**config.mk**
```make
export PLATFORM = sky130hd
export DESIGN_NAME = disto16x16_acc
export DESIGN_NICKNAME = d
export VERILOG_FILES = /design/src/rtl/disto16x16_acc.sv
export SDC_FILE = /design/constraint.sdc
export NUM_CORES = 2
export LEC_CHECK = 0
export ABC_CLOCK_PERIOD_IN_PS = 5900
export BUFFER_PORTS_ARGS = -buffer_cell sky130_fd_sc_hd__buf_2
export CORE_UTILIZATION = 59
export CTS_BUF_LIST = sky130_fd_sc_hd__clkbuf_4
export CTS_CLUSTER_SIZE = 16
export DETAILED_ROUTE_END_ITERATION = 8
export GPL_TIMING_DRIVEN = 0
export HOLD_SLACK_MARGIN = 0.02
export PLACE_DENSITY = 0.81
export RECOVER_POWER = 25
export SLEW_MARGIN = 25
export SYNTH_ARGS = -nofsm -noshare
export SYNTH_HDL_FRONTEND = slang
export SYNTH_SLANG_ARGS = --single-unit
```
**constraint.sdc**
```tcl
create_clock -name clk -period 5.9 [get_ports clk]
set_input_delay 0.295 -clock clk [delete_from_list [all_inputs] [get_ports clk]]
set_output_delay 0.295 -clock clk [all_outputs]
set_load 0.02 [all_outputs]
```
**src/rtl/disto16x16_acc.sv**
```systemverilog
// disto16x16_acc: sums NUM_BLK clamped 4x4 distortions for one macroblock and applies
// the rounded tlambda weight. Define DISTO16_DROP_CNT_EN to add the drop_cnt output.
module disto16x16_acc #(
    parameter int SUM_WIDTH    = 32,
    parameter int NUM_BLK      = 16,
    parameter int LAMBDA_WIDTH = 16,
    parameter int ACC_WIDTH    = 36
) (
    input  logic                                 clk,
    input  logic                                 rst_n,
    input  logic                                 start,
    input  logic [LAMBDA_WIDTH-1:0]              tlambda,
    input  logic                                 in_valid,
    input  logic signed [SUM_WIDTH-1:0]          in_sum,
    output logic                                 busy,
    output logic                                 out_valid,
    input  logic                                 out_ready,
    output logic [ACC_WIDTH-1:0]                 sd_sum,
    output logic [ACC_WIDTH+LAMBDA_WIDTH-9:0]    sd
`ifdef DISTO16_DROP_CNT_EN
    ,
    output logic [7:0]                           drop_cnt
`endif
);

    localparam int PROD_W = ACC_WIDTH + LAMBDA_WIDTH;
    localparam int SD_W   = PROD_W - 8;
    localparam int CNT_W  = $clog2(NUM_BLK + 1);
    localparam logic [CNT_W-1:0] LAST_BLK = CNT_W'(NUM_BLK - 1);

    typedef enum logic [1:0] {IDLE, ACCUM, MULT, OUT} state_t;

    state_t                    state_q, state_d;
    logic [ACC_WIDTH-1:0]      acc_q, acc_d;
    logic [CNT_W-1:0]          cnt_q, cnt_d;
    logic [LAMBDA_WIDTH-1:0]   tlambda_l_q, tlambda_l_d;
    logic [ACC_WIDTH-1:0]      sd_sum_q, sd_sum_d;
    logic [SD_W-1:0]           sd_q, sd_d;

    logic [ACC_WIDTH-1:0]      blk_val;
    logic [PROD_W-1:0]         prod;
    logic [PROD_W-1:0]         prod_rnd;

    // Negative block distortions contribute nothing; positive ones are zero-extended.
    always_comb begin
        blk_val  = in_sum[SUM_WIDTH-1] ? '0 : ACC_WIDTH'(in_sum[SUM_WIDTH-2:0]);
        prod     = PROD_W'(tlambda_l_q) * PROD_W'(acc_q);
        prod_rnd = prod + PROD_W'(128);
    end

    always_comb begin
        state_d     = state_q;
        acc_d       = acc_q;
        cnt_d       = cnt_q;
        tlambda_l_d = tlambda_l_q;
        sd_sum_d    = sd_sum_q;
        sd_d        = sd_q;
        // start aborts whatever is in flight and swallows a coincident in_valid.
        if (start) begin
            state_d     = ACCUM;
            acc_d       = '0;
            cnt_d       = '0;
            tlambda_l_d = tlambda;
        end else begin
            case (state_q)
                IDLE: ;
                ACCUM: begin
                    if (in_valid) begin
                        acc_d = acc_q + blk_val;
                        cnt_d = cnt_q + CNT_W'(1);
                        if (cnt_q == LAST_BLK) begin
                            state_d = MULT;
                        end
                    end
                end
                MULT: begin
                    sd_sum_d = acc_q;
                    sd_d     = (tlambda_l_q == '0) ? '0 : SD_W'(prod_rnd >> 8);
                    state_d  = OUT;
                end
                OUT: begin
                    if (out_ready) begin
                        state_d = IDLE;
                    end
                end
                default: state_d = IDLE;
            endcase
        end
    end

    always_ff @(posedge clk or negedge rst_n) begin
        if (!rst_n) begin
            state_q     <= IDLE;
            acc_q       <= '0;
            cnt_q       <= '0;
            tlambda_l_q <= '0;
            sd_sum_q    <= '0;
            sd_q        <= '0;
        end else begin
            state_q     <= state_d;
            acc_q       <= acc_d;
            cnt_q       <= cnt_d;
            tlambda_l_q <= tlambda_l_d;
            sd_sum_q    <= sd_sum_d;
            sd_q        <= sd_d;
        end
    end

    assign busy      = (state_q != IDLE);
    assign out_valid = (state_q == OUT);
    assign sd_sum    = sd_sum_q;
    assign sd        = sd_q;

`ifdef DISTO16_DROP_CNT_EN
    logic [7:0] drop_cnt_q, drop_cnt_d;
    logic       drop;

    always_comb begin
        drop       = in_valid && (start || state_q == MULT || state_q == OUT);
        drop_cnt_d = drop_cnt_q;
        if (drop && drop_cnt_q != 8'hFF) begin
            drop_cnt_d = drop_cnt_q + 8'd1;
        end
    end

    always_ff @(posedge clk or negedge rst_n) begin
        if (!rst_n) begin
            drop_cnt_q <= '0;
        end else begin
            drop_cnt_q <= drop_cnt_d;
        end
    end

    assign drop_cnt = drop_cnt_q;
`endif

endmodule
```
# After elaboration in Yosys (flattened, before gate mapping)
# Cells that the tools add are included.
[totals]
ff_bits = 139
inputBits = 53
out_inout_bits = 82
wordCells = 39
[op_classes]
add_sub_neg = 3
n_mul = 1
eq_ne = 7
mux = 13
n_bitwise = 1
n_reduce_logical = 8
[ops]
columns = ["cell", "n"]
rows = [
  ["$mux 36", 3],
  ["$add 52x8->52 const B", 1],
  ["$mul 16x36->52", 1],
  ["$mux 44", 1],
  ["$add 36x31->36", 1],
  ["$mux 31", 1],
  ["$logic_not 16->1", 1],
  ["$mux 5", 3],
  ["$mux 2", 4],
  ["$ne 3x3->1 const B", 2],
  ["$pmux 2 s3", 1],
  ["$reduce_bool 2->1", 3],
  ["$add 5x1->5 const B", 1],
  ["$eq 5x4->1 const B", 1],
  ["$eq 2x2->1 const B", 2],
  ["$reduce_and 2->1", 2],
  ["$reduce_and 4->1", 1],
  ["$reduce_bool 4->1", 1],
  ["$ne 3x2->1 const B", 1],
  ["$eq 2x1->1 const B", 1],
  ["$not 1->1", 1],
]

# Longest topological paths before layout
[logic_depth]
depth_word = 5
ltp_mapped = 25
ltp_nobuf = 23

# Worst setup path after synthesis
# No wires, ideal clock.
[synth_timing]
kind = "register -> register"
startpoint = "reg tlambda_l_q[1]"
endpoint = "reg sd_q[38], in the netlist sd[38]"
setup_time_ps = 69
t_arrival_ps = 6135
required_time_ps = 5831
path_slack_ps = -304
path_stages_with_launch = 24
n_path_buf = 3
period_less_slack_ps = 6204
path_cell_list = "dfrtp_1 > clkbuf_1 > clkbuf_1 > nand2_1 > fa_1 > fa_1 > fa_1 > inv_1 > fa_1 > fa_1 > inv_1 > fa_1 > inv_1 > ha_1 > clkbuf_1 > and2_1 > a221oi_1 > o21ai_0 > a31oi_1 > a31oi_1 > or2_1 > a21o_1 > a311o_1 > nand3_1"
[synth_via]
elab_chain_cells = 3
word_cells_on_any_way = 4
cone_classes = "1 x add/sub; 1 x mul; 1 x mux; 1 x reduce/logical"
[synth_lines]
columns = ["item", "line_no", "rtl"]
rows = [
  ["start, declared", "36", "logic [LAMBDA_WIDTH-1:0] tlambda_l_q, tlambda_l_d;"],
  ["start signal, assigned", "103", "tlambda_l_q <= tlambda_l_d;"],
  ["$mul 16x36->52", "47", "prod = PROD_W'(tlambda_l_q) * PROD_W'(acc_q);"],
  ["$add 52x8->52", "48", "prod_rnd = prod + PROD_W'(128);"],
  ["$mux 44 (*)", "78", "sd_d = (tlambda_l_q == '0) ? '0 : SD_W'(prod_rnd >> 8);"],
  ["end signal, assigned", "98", "sd_q <= '0;"],
  ["end signal, assigned", "105", "sd_q <= sd_d;"],
  ["end, declared", "38", "logic [SD_W-1:0] sd_q, sd_d;"],
]
# Every way passes the cells marked *; elsewhere a longest branch is shown, timed or not.
# A chain may end at the register's enable or synchronous reset.

# Worst setup path in the final report
[layout_timing]
startpoint = "reg tlambda_l_q[4]"
endpoint = "reg sd_q[39], in the netlist sd[39]"
# Same word-level chain as after synthesis.

==> results.md <==
- Status: complete, but fails checks
- Final setup TNS: -13.64 ns
- Die Width: 211 µm
- Die Y: about 210 µm
- Sw power: 6.75 mW
- Layout Skew: 0.0468 ns
- Vias in the first global route: 22600
- Synth area leader: fa_1
- Max Slew Vio Count: 142
- I/O pin total: 135
- DR iter-0 viols: 2009
- Max_cap viols: 2
- Synth-to-layout area growth: 19.2%
- Post-Syn Instances: 2920
- Post-Place Cell Area: 0.0275 mm²
- First-pass iteration count of the detailed router: 8
- Number of synthesized flops with an enable pin: 0
- CTS Buf Count: 17
- R2r setup slk: -0.68 ns
- Peak supply drop: roughly 0.4 mV
- Setup Viol. Count Final: 33
- Clock Tree Root: clkbuf_4
- Layout cells sized above 1: between 20% and 30%
- Remaining antenna violation count: 0
- Detailed-route via count: between 20000 and 25000
- DP HPWL: 62300 µm
- Sequential fraction of the synthesis area: between 10% and 20%
- Crit Path Category: reg -> reg
- Failing checks: capacitance limit, slew limit, setup timing
- Worst setup SP type: flop
- Die area: about 0.045 mm²
- Setup repair after global routing missed its margin: true
- Via density: about 5.8
- Synth top area share: 36.8%
- Largest net degree at the start of global routing: 92
- Final wirelength: 84800 µm
- YS warnings: 0
- Nature of the critical path endpoint: flop
- Worst Hold Class: in -> reg
- Syn_area_per_cell: ~8.9 µm²
- Drt drc: 0
- Synth area leaders: fa_1 (37%), dfrtp_1 (13%), ha_1 (9.1%)
- Synth Flop Type: dfrtp_1
- Worst slew margin: -80.4%
- Clock power share: 6.0%
- Internal: just over 6 mW
- Routability cong.: 0.992
- H-tree levels: 4
- Most frequent cells in the layout: inv_1 (568), nand2_1 (447), fa_1 (438), and2_1 (250), ha_1 (164)
- First-pass GRT wire length: 126000 µm
- Asr flop ratio synth: 100%
- Switching share of power: 52.8%
- Worst-margin pin slew: roughly 2.7 ns
- Synth cell types: 65
- Remaining Overflow, GRT: 0
- Final Cell Area: 0.0308 mm²
- Crit path arrival time: 7.14 ns
- Final nets: 3953
- Syn nets: about 3600
- Worst-path clk slew: 0.19 ns
- Wire length per cell: about 22 µm
- PD cells: about 410 mW/mm²
- Core area: 0.0432 mm²
- GRT Util Overall: 38.2%
- Crit-path leading delay family: adder cells
- Final period util: 111%
- Maximum fanout along the worst path: 5
- Buf/Inv on CP: 8
- Synth Register Bits: 139
- Maximum root-to-sink buffer count: 2
- Commonest non-fill, non-tap cell in the layout: inv_1
- Fin worst setup slack: -0.678 ns
- Final Hold Vio Count: 0
- Clock Sinks: approximately 140
- Max Clock Freq: 152 MHz
- Min Tclk post-route: 6.58 ns
- Leakage: 15.5 nW
- Clock Latency Late Sink: 0.71 ns
- CTS tree: yes
- Worst path slowest cell: fa_2
- PortBufs: 133
- Max incr delay on CP: roughly 0.57 ns
- Logic gate share of total power: 83.2%
- Synthesized cell area: 0.0259 mm²
- Worst Path Required: 6.46 ns
- Seq pwr share: 10.9%
- Row cnt: 76
- Initial antenna violation count: 5
- Initial Utilization: between 50% and 60%
-- worst reg2reg max path, cell delays in order (launching register included) --
cell and delay, ns:
dfrtp_1 0.45, buf_8 0.15, buf_4 0.16, buf_12 0.14, and2_4 0.14, fa_1 0.53
inv_1 0.05, fa_1 0.48, fa_2 0.55, inv_2 0.04, fa_2 0.46, fa_1 0.50
inv_2 0.04, fa_2 0.57, inv_2 0.06, ha_4 0.29, nand2_4 0.06, o21ai_4 0.23
a221oi_4 0.11, or4_4 0.46, a31oi_4 0.30, buf_4 0.18, o21ai_4 0.06, o21bai_1 0.17
xnor2_1 0.17, o21ai_1 0.09
-- Yosys cell counts (16+ instances only) --
master and n:
nand4_1 21, nor2_1 53, nand3_1 21, a21o_1 38, ha_1 188, clkbuf_1 144
inv_1 604, a21oi_1 112, dfrtp_1 139, o21bai_1 16, nor3_1 18, xnor2_1 39
nand2_1 459, mux2_2 52, xor2_1 26, fa_1 475, and2_1 264, nor2b_1 34
o21ai_0 67
-- cell type report --
| class | instances | area (µm²) |
|---|---|---|
| Fill cell | 3264 | 12300 |
| Clock inverter | 14 | 178 |
| Antenna cell | 3 | 7.51 |
| Clock buffer | 18 | 135 |
| Sequential cell | 139 | 3530 |
| Timing Repair Buffer | 318 | 2280 |
| Inverter | 604 | 2270 |
| Buffer | 134 | 1200 |
| Tap cell | 585 | 732 |
| Multi-Input combinational cell | 2023 | 20500 |
-- flip-flops by register name, indices dropped and copies added, names as in the netlist --
register,count
tlambda_l_q,16
cnt_q,5
state_q,2
acc_q,36
sd,44
sd_sum,36
-- per-layer routing --
metal	vias to the layer above	wire (µm)	global-route usage, %
met1	11200	31000	48.7
met2	1209	39300	59.4
met3	303	8550	8.07
met5	-	10	0
li1	9532	-	-
met4	2	5920	24.7
-- final timing paths --
check                          startpoint               to  cells past startpoint
max                        tlambda_l_q[4]           sd[39]                     25
min                              in_valid       state_q[1]                      6
max reg2reg                tlambda_l_q[4]           sd[39]                     25
min reg2reg                        sd[20]           sd[20]                      2
max in group asynchronous           rst_n  tlambda_l_q[15]                      3
min in group asynchronous           rst_n       sd_sum[13]                      2
-- power groups by stage --
stage / clock, mW / sequential [mW] / combinational (mW)
2_1_floorplan: 0 / 1.58 / 5.02
3_3_place_gp: 0 / 1.46 / 7.33
3_5_place_dp: 0 / 1.48 / 7.47
4_1_cts: 0.768 / 1.38 / 8.99
5_1_grt: 0.800 / 1.41 / 11.4
6_report: 0.765 / 1.39 / 10.6
-- through the flow --
step	instances	total power [mW]	util (%)	hold WS, ns	worst slack [ns]
after global placement	3638	8.79	63.5	0.461	-1.63
after detailed placement	3639	8.95	63.6	0.224	-1.73
after floorplan	2920	6.59	-	-0.000591	-0.0343
final	3838	12.8	71.4	0.0895	-0.678
after CTS	3769	11.1	69.0	0.0565	-0.617
after global routing	3837	13.6	71.4	0.116	-0.813
-- logic make-up after synthesis --
family / synth area share [%]
AO/OA/AOI/OAI: 8.09
AND/OR/NAND/NOR: 16.9
buffers and inverters: 11.0
flip-flops: 13.5
XOR/XNOR: 2.20
multiplexers: 2.42
adder cells (fa/ha/maj): 45.9
-- repair_timing --
item                       CTS  global route
gates resized for setup    333           183
pin swaps                   93           123
hold endpoints to repair   156             0
setup buffers               91            74
cloned                       2             2
setup endpoints to repair   39            37
hold buffers                18             0
No activity file was read; power rests on OpenSTA's default activity.
